File: src/rtl/taillight_decoder.sv
// Receive-side monitor for the six-lamp turn-signal interface: decodes direction and
// sweep phase, counts completed sweeps per side and flags illegal lamp transitions.
module taillight_decoder #(
  parameter int CNT_W = 8
) (
  input  logic             clk,
  input  logic             reset,
  input  logic             lc,
  input  logic             lb,
  input  logic             la,
  input  logic             ra,
  input  logic             rb,
  input  logic             rc,
  input  logic             clear,
  output logic [1:0]       dir,
  output logic [1:0]       phase,
  output logic [CNT_W-1:0] left_cnt,
  output logic [CNT_W-1:0] right_cnt,
  output logic             err,
  output logic             err_sticky
);

  typedef enum logic [2:0] {
    S_IDLE, S_L1, S_L2, S_L3, S_R1, S_R2, S_R3, S_UNK
  } state_t;

  state_t           state_q, state_d, pat_state;
  logic [1:0]       dir_q, dir_d, phase_q, phase_d;
  logic [CNT_W-1:0] left_cnt_q, left_cnt_d, right_cnt_q, right_cnt_d;
  logic             err_q, err_d, err_sticky_q, err_sticky_d;
  logic             legal;
  logic [5:0]       pat;

  assign pat = {lc, lb, la, ra, rb, rc};

  // NOTE: every signal written here gets a default first so no path leaves it unassigned,
  // which would otherwise infer a latch.
  always_comb begin
    pat_state = S_UNK;
    unique case (pat)
      6'b000000: pat_state = S_IDLE;
      6'b001000: pat_state = S_L1;
      6'b011000: pat_state = S_L2;
      6'b111000: pat_state = S_L3;
      6'b000100: pat_state = S_R1;
      6'b000110: pat_state = S_R2;
      6'b000111: pat_state = S_R3;
      default:   pat_state = S_UNK;
    endcase
  end

  always_comb begin
    legal = 1'b0;
    unique case (state_q)
      S_IDLE:  legal = (pat_state == S_IDLE) || (pat_state == S_L1) || (pat_state == S_R1);
      S_L1:    legal = (pat_state == S_L2) || (pat_state == S_IDLE);
      S_L2:    legal = (pat_state == S_L3) || (pat_state == S_IDLE);
      S_L3:    legal = (pat_state == S_L1) || (pat_state == S_IDLE);
      S_R1:    legal = (pat_state == S_R2) || (pat_state == S_IDLE);
      S_R2:    legal = (pat_state == S_R3) || (pat_state == S_IDLE);
      S_R3:    legal = (pat_state == S_R1) || (pat_state == S_IDLE);
      default: legal = 1'b1;
    endcase
  end

  always_comb begin
    err_d   = 1'b0;
    state_d = pat_state;
    if (state_q == S_UNK) begin
      // Only a fresh start (Z, L1, R1) leaves UNK; anything else keeps waiting silently.
      if (!((pat_state == S_IDLE) || (pat_state == S_L1) || (pat_state == S_R1)))
        state_d = S_UNK;
    end else begin
      err_d = !legal;
    end

    dir_d   = 2'b00;
    phase_d = 2'b00;
    unique case (state_d)
      S_L1:    begin dir_d = 2'b01; phase_d = 2'd1; end
      S_L2:    begin dir_d = 2'b01; phase_d = 2'd2; end
      S_L3:    begin dir_d = 2'b01; phase_d = 2'd3; end
      S_R1:    begin dir_d = 2'b10; phase_d = 2'd1; end
      S_R2:    begin dir_d = 2'b10; phase_d = 2'd2; end
      S_R3:    begin dir_d = 2'b10; phase_d = 2'd3; end
      S_UNK:   begin dir_d = 2'b11; phase_d = 2'd0; end
      default: begin dir_d = 2'b00; phase_d = 2'd0; end
    endcase

    // Clear beats a same-edge count; the error pulse beats clear for the sticky flag.
    left_cnt_d  = left_cnt_q;
    right_cnt_d = right_cnt_q;
    if (clear) begin
      left_cnt_d  = '0;
      right_cnt_d = '0;
    end else begin
      if (state_d == S_L3 && state_q != S_L3 && left_cnt_q != '1)
        left_cnt_d = left_cnt_q + CNT_W'(1);
      if (state_d == S_R3 && state_q != S_R3 && right_cnt_q != '1)
        right_cnt_d = right_cnt_q + CNT_W'(1);
    end
    err_sticky_d = err_d || (err_sticky_q && !clear);
  end

  // NOTE: sequential state uses non-blocking assignments so every flop samples the
  // pre-edge values of the others, independent of statement order.
  always_ff @(posedge clk or negedge reset) begin
    if (!reset) begin
      state_q      <= S_IDLE;
      dir_q        <= 2'b00;
      phase_q      <= 2'b00;
      left_cnt_q   <= '0;
      right_cnt_q  <= '0;
      err_q        <= 1'b0;
      err_sticky_q <= 1'b0;
    end else begin
      state_q      <= state_d;
      dir_q        <= dir_d;
      phase_q      <= phase_d;
      left_cnt_q   <= left_cnt_d;
      right_cnt_q  <= right_cnt_d;
      err_q        <= err_d;
      err_sticky_q <= err_sticky_d;
    end
  end

  assign dir        = dir_q;
  assign phase      = phase_q;
  assign left_cnt   = left_cnt_q;
  assign right_cnt  = right_cnt_q;
  assign err        = err_q;
  assign err_sticky = err_sticky_q;

endmodule

File: config.mk
export PLATFORM = sky130hd
export DESIGN_NAME = taillight_decoder
export DESIGN_NICKNAME = d
export VERILOG_FILES = /design/src/rtl/taillight_decoder.sv
export SDC_FILE = /design/constraint.sdc
export NUM_CORES = 1
export LEC_CHECK = 0
export CORE_ASPECT_RATIO = 0.5
export CORE_MARGIN = 4
export CORE_UTILIZATION = 45
export CTS_BUF_LIST = sky130_fd_sc_hd__clkbuf_8
export DETAILED_ROUTE_END_ITERATION = 8
export GPL_TIMING_DRIVEN = 0
export PLACE_DENSITY = 0.84
export SLEW_MARGIN = 20
export SYNTH_ARGS = -nofsm -noshare
export SYNTH_HDL_FRONTEND = slang
export SYNTH_SLANG_ARGS = --single-unit
File: constraint.sdc
create_clock -name clk -period 4.4 [get_ports clk]
set_input_delay 0.88 -clock clk [delete_from_list [all_inputs] [get_ports clk]]
set_output_delay 0.88 -clock clk [all_outputs]
set_load 0.03 [all_outputs]
# == Word level (Yosys, flattened, before mapping) ==
# Cells that the tools add are included.
# totals
register_bits,25
latchBits,0
ramBits,0
romBits,0
n_memories,0
# classes
n_addsub,2
n_mul,0
n_div,0
magnitude_cmp,0
n_eq_ne,30
shift,0
mux,11
bitwise_logic,0
n_reduce_logical,25
# ops
operator,n
$eq 3x3->1 const B,11
$mux 8,4
$pmux 3 s7,1
$eq 3x2->1 const B,6
$eq 6x3->1 const B,3
$add 8x1->8 const B,2
$ne 8x8->1 const B,2
$pmux 2 s3,2
$eq 3x1->1 const B,3
$logic_or 1x1->1,8
$pmux 1 s7,1
$eq 6x4->1 const B,1
$eq 6x5->1 const B,1
$eq 6x6->1 const B,1
$logic_not 3->1,2
$logic_not 6->1,1
$mux 3,2
$reduce_or 2->1,3
$reduce_or 3->1,2
$logic_and 1x1->1,5
$reduce_bool 2->1,2
$ne 3x2->1 const B,1
$ne 3x3->1 const B,1
$logic_not 1->1,2
$mux 1,1

# == Logic depth before layout (Yosys ltp) ==
# depth
word_depth,12
mapped_depth,7

# == Worst setup path before layout ==
# OpenSTA, ideal clock, no wires.
# synth_path
kind,input to register
startpoint,input port la
endpoint,"register right_cnt_q[6], in the netlist right_cnt[6]"
arrival_time_ps,2543
setup_slack_ps,1779
cell_stages,6
n_path_buf,0
cell_sequence,a211o_4 > o31a_4 > a211oi_4 > nand2_4 > or4_1 > a21oi_1
# synth_between
elab_chain_cells,11
word_cells_on_any_way,19
cone_classes,eq/ne (9); mux (3); reduce/logical (7)
# synth_lines
item,line_no,source
start: declaration,10,"input logic la,"
"$eq 6x3->1, or another cell as far along",40,unique case (pat)
$pmux 3 s7 *,40,
$eq 3x1->1 / $logic_not 3->1 (equally long branches),71,if (!((pat_state == S_IDLE) || (pat_state == S_L1) || (pat_state == S_R1)))
$logic_or 1x1->1 (2 in series),71,
$mux 3,71,
$mux 3 *,69,if (state_q == S_UNK) begin
$eq 3x3->1 *,99,if (state_d == S_R3 && state_q != S_R3 && right_cnt_q != '1)
$logic_and 1x1->1 * (2 in series),99,
$reduce_bool 2->1 (no source line) *,n/a,
end signal: assignment,121,right_cnt_q <= right_cnt_d;
end: declaration,29,"logic [CNT_W-1:0] left_cnt_q, left_cnt_d, right_cnt_q, right_cnt_d;"
# Every way passes the cells marked *; elsewhere a longest branch is shown, timed or not.
# A chain may end at the register's enable or synchronous reset.

# == Worst setup path in the final report ==
# layout_path
startpoint,input port rc
endpoint,"register left_cnt_q[6], in the netlist left_cnt[6]"
# layout_between
elab_chain_cells,11
word_cells_on_any_way,19
cone_classes,eq/ne (9); mux (3); reduce/logical (7)
# layout_lines
item,line_no,source
start: declaration,13,"input logic rc,"
"$eq 6x3->1, or another cell as far along",40,
$pmux 3 s7 *,40,
$eq 3x1->1 / $logic_not 3->1 (equally long branches),71,
$logic_or 1x1->1 (2 in series),71,
$mux 3,71,
$mux 3 *,69,
$eq 3x2->1 *,97,if (state_d == S_L3 && state_q != S_L3 && left_cnt_q != '1)
$logic_and 1x1->1 * (2 in series),97,
$reduce_bool 2->1 (no source line) *,n/a,
end signal: assignment,120,left_cnt_q <= left_cnt_d;
end: declaration,29,
# Marked as above.

==> results.cfg <==
[run_status]
status = finished, final reports clean

[floorplanning]
dieArea_mm2 = 0.004278
die_w_um = 88.59
num_io_pins = 31
core_area_mm2 = 0.003048
start_util_pct = 47.95
die_h_um = 48.30
rows = 14

[route]
routed_wl_um = 3327
dr_wl_met3_um = 218
vias = 1299
dr_wl_met2_um = 1538
wl_met1_um = 1537
top_layer_used = met4
viasPerCell = 5.773
detail-route-antenna-nets = 0
drt_iter0_markers = 137
drt_first_pass_iters = 4
drc = 0
wl_per_cell_um = 14.79

[hold_path]
worstHoldStart = err_sticky
hp-class = reg2reg

[critical_path]
cp-end-kind = flip-flop
path_class = in2reg
r2r-start = state_q[2]
cp_max_fo = 8
critPathSlowestCell = clkdlybuf4s50_1
cp.required_ns = 4.54
critical_path_buf_inv_count = 1
path_cells = clkdlybuf4s50_1 > nor3_1 > o21ai_0 > nor4_4 > nor4b_2 > xnor2_1 > nor2_1
slowest_delay_ns = 0.59
arrival_ns = 3.29
worstSetupStartpointType = input port
startpoint = rc
path_delay_family = simple AND/OR/NAND/NOR gates

[placed_design]
dpl.hpwl_um = 2483
gp_congestion = 0.7772
portBuffers = 29

[global_route]
grt_max_degree = 26
gr-total-overflow = 0
antenna_found_initial = 0
grt_pass1_vias = 1191
grt_usage_pct = 16.63
grt_first_pass_wirelength_um = 5354

[power]
switching_power_uw = 98.74
p_int_uw = 310.9
power_frac_seq_pct = 56.7
power_density_mw_per_mm2 = 222.4
p_leak_nw = 0.7264
clkPwrFrac_pct = 31.8
swShare_pct = 24.11
max-vdd-ir-drop_mv = 0.1328
combPwrFrac_pct = 11.5

[yosys]
synth_top_cell_area_share_pct = 42.81
synth_seq_cells = 25
yosys_warnings = 0
synth_seq_area_share_pct = 42.81
avgSynthCellArea_um2 = 9.614
yosysTopAreaCell = dfrtp_1
mappedNetlistArea_mm2 = 0.001461
synthesis.instances = 152
synth_edf_count = 0
synthesis.nets = 163
async_reset_ff_share_pct = 100.0
synth.area.top_cells = dfrtp_1 43%, xor2_1 7.2%, nand3_1 5.5%
yosys.cell_types.count = 42
synthFlopType = dfrtp_1

[cells_and_area]
area_growth_pct = 26.03
drive_gt1_share_pct = 8.108
utilization_pct = 60.43
fillers = 274
nets = 197
diodes = 0

[cts]
cts_tree = yes
cts.repair.resized = 0
cts.clk_slew.worst_paths_ns = 0.08
cts_num_sinks = 25
clk-insertion-delay-late_ns = 0.27
htreeDepth = 1
numCtsBuffers = 3
cts_setup_buffers = 0
cts_buffer_depth = 2
hold_buffers = 0
cts_root_buffer = clkbuf_8

[timing]
slew_violations = 0
period_share_pct = 71.48
fmax_mhz = 318.0
relSlewSlack_pct = 52.67
fin_setup_tns_ns = 0
hold_viol = 0
rsz0062_at_grt = no
setup_viol = 0
skew_ns = 0.005199
post-route-min-period_ns = 3.145
tightest_slew_ns = 0.7045

[flow_run]
cap_violations = 0
==> sequential cells by signal, indices dropped and copies added, names as in the netlist <==
register and count:
left_cnt 8, right_cnt 8, phase 2, err_sticky 1, dir 2, state_q 3
err 1
==> layer usage <==
metal / track usage [%] / vias up
met5: 0 / -
met1: 21.25 / 637
met4: 4.217 / 0
li1: - / 617
met3: 4.890 / 5
met2: 28.68 / 40
==> cell usage after synthesis (all sizes together), types with 2 or more instances <==
master and number:
a21oi 6, and2 2, and3 5, buf 4
clkbuf 2, dfrtp 25, ha 2, inv 3
nand2 13, nand3 16, nand4 3, nor2 21
nor3 5, nor4 2, nor4b 2, o21ai 6
o31ai 2, or4 2, xor2 12
==> power groups by stage <==
stage	sequential [mW]	combinational [mW]	clock, mW
floorplan	0.240	0.0209	0
global placement	0.237	0.0458	0
detailed placement	0.237	0.0476	0
CTS	0.232	0.0477	0.136
global route	0.233	0.0513	0.142
finish	0.232	0.0471	0.130
==> final timing paths <==
| kind | endpoint | slack (ns) | cells after the start |
|---|---|---|---|
| worst max-delay path | left_cnt[6] | 1.25 | 7 |
| worst min-delay path | err_sticky | 0.53 | 1 |
| worst max register to register | right_cnt[3] | 2.04 | 7 |
| worst min register to register | err_sticky | 0.53 | 1 |
| max in group asynchronous | phase[0] | 3.44 | 1 |
| min in group asynchronous | dir[0] | 0.59 | 1 |
==> area by class of cell <==
cell class                 instances  area, µm²  area share, %
clock inverter                     1      3.754         0.2038
clock buffer                       3      41.29          2.242
timing repair buffer              29      285.3          15.49
multi-input combinational        118      798.3          43.34
buffer                             6      26.28          1.427
sequential                        25      625.6          33.97
inverter                           3      11.26         0.6114
tap                               40      50.05          2.717
==> cell usage in the layout, fill, tap and decap left out, drive strengths merged <==
cell	instances
nand4bb	1
a211oi	1
nor3	5
clkbuf	5
and3b	1
o21ai	6
nor2	21
xnor2	1
o31a	1
nand4b	1
a22o	1
nor2b	1
dfrtp	25
or4	2
nand4	3
a2111oi	1
nand2	13
ha	2
or4b	1
clkdlybuf4s50	28
a31oi	1
and2b	1
nor4b	2
o22ai	1
a222oi	1
nor4	2
a211o	1
and3	5
inv	4
a41oi	1
buf	5
nand3	16
a21o	1
a32o	1
xor2	12
and2	2
o31ai	2
a21oi	6
o21a	1
==> stage by stage <==
| step | cell area (µm²) | power (mW) | hold WS, ns | cells | worst slack (ns) |
|---|---|---|---|---|---|
| after global placement | 1802 | 0.2827 | 0.4997 | 221 | 1.090 |
| after floorplan | 1461 | 0.2613 | 0.5844 | 152 | 1.779 |
| after global routing | 1842 | 0.4263 | 0.5656 | 225 | 1.076 |
| after CTS | 1847 | 0.4165 | 0.5424 | 225 | 1.314 |
| after detailed placement | 1802 | 0.2846 | 0.5226 | 221 | 1.032 |
| final | 1842 | 0.4096 | 0.5317 | 225 | 1.255 |
==> logic make-up after synthesis <==
kind of cell / after synthesis / share of synthesized area (%)
AND/OR/NAND/NOR: 77 / 29.88
AO/OA/AOI/OAI: 26 / 15.24
flip-flops: 25 / 42.81
XOR/XNOR: 13 / 7.791
buffers and inverters: 9 / 2.568
adder cells (fa/ha/maj): 2 / 1.712
Power figures use the tool's default switching activity.
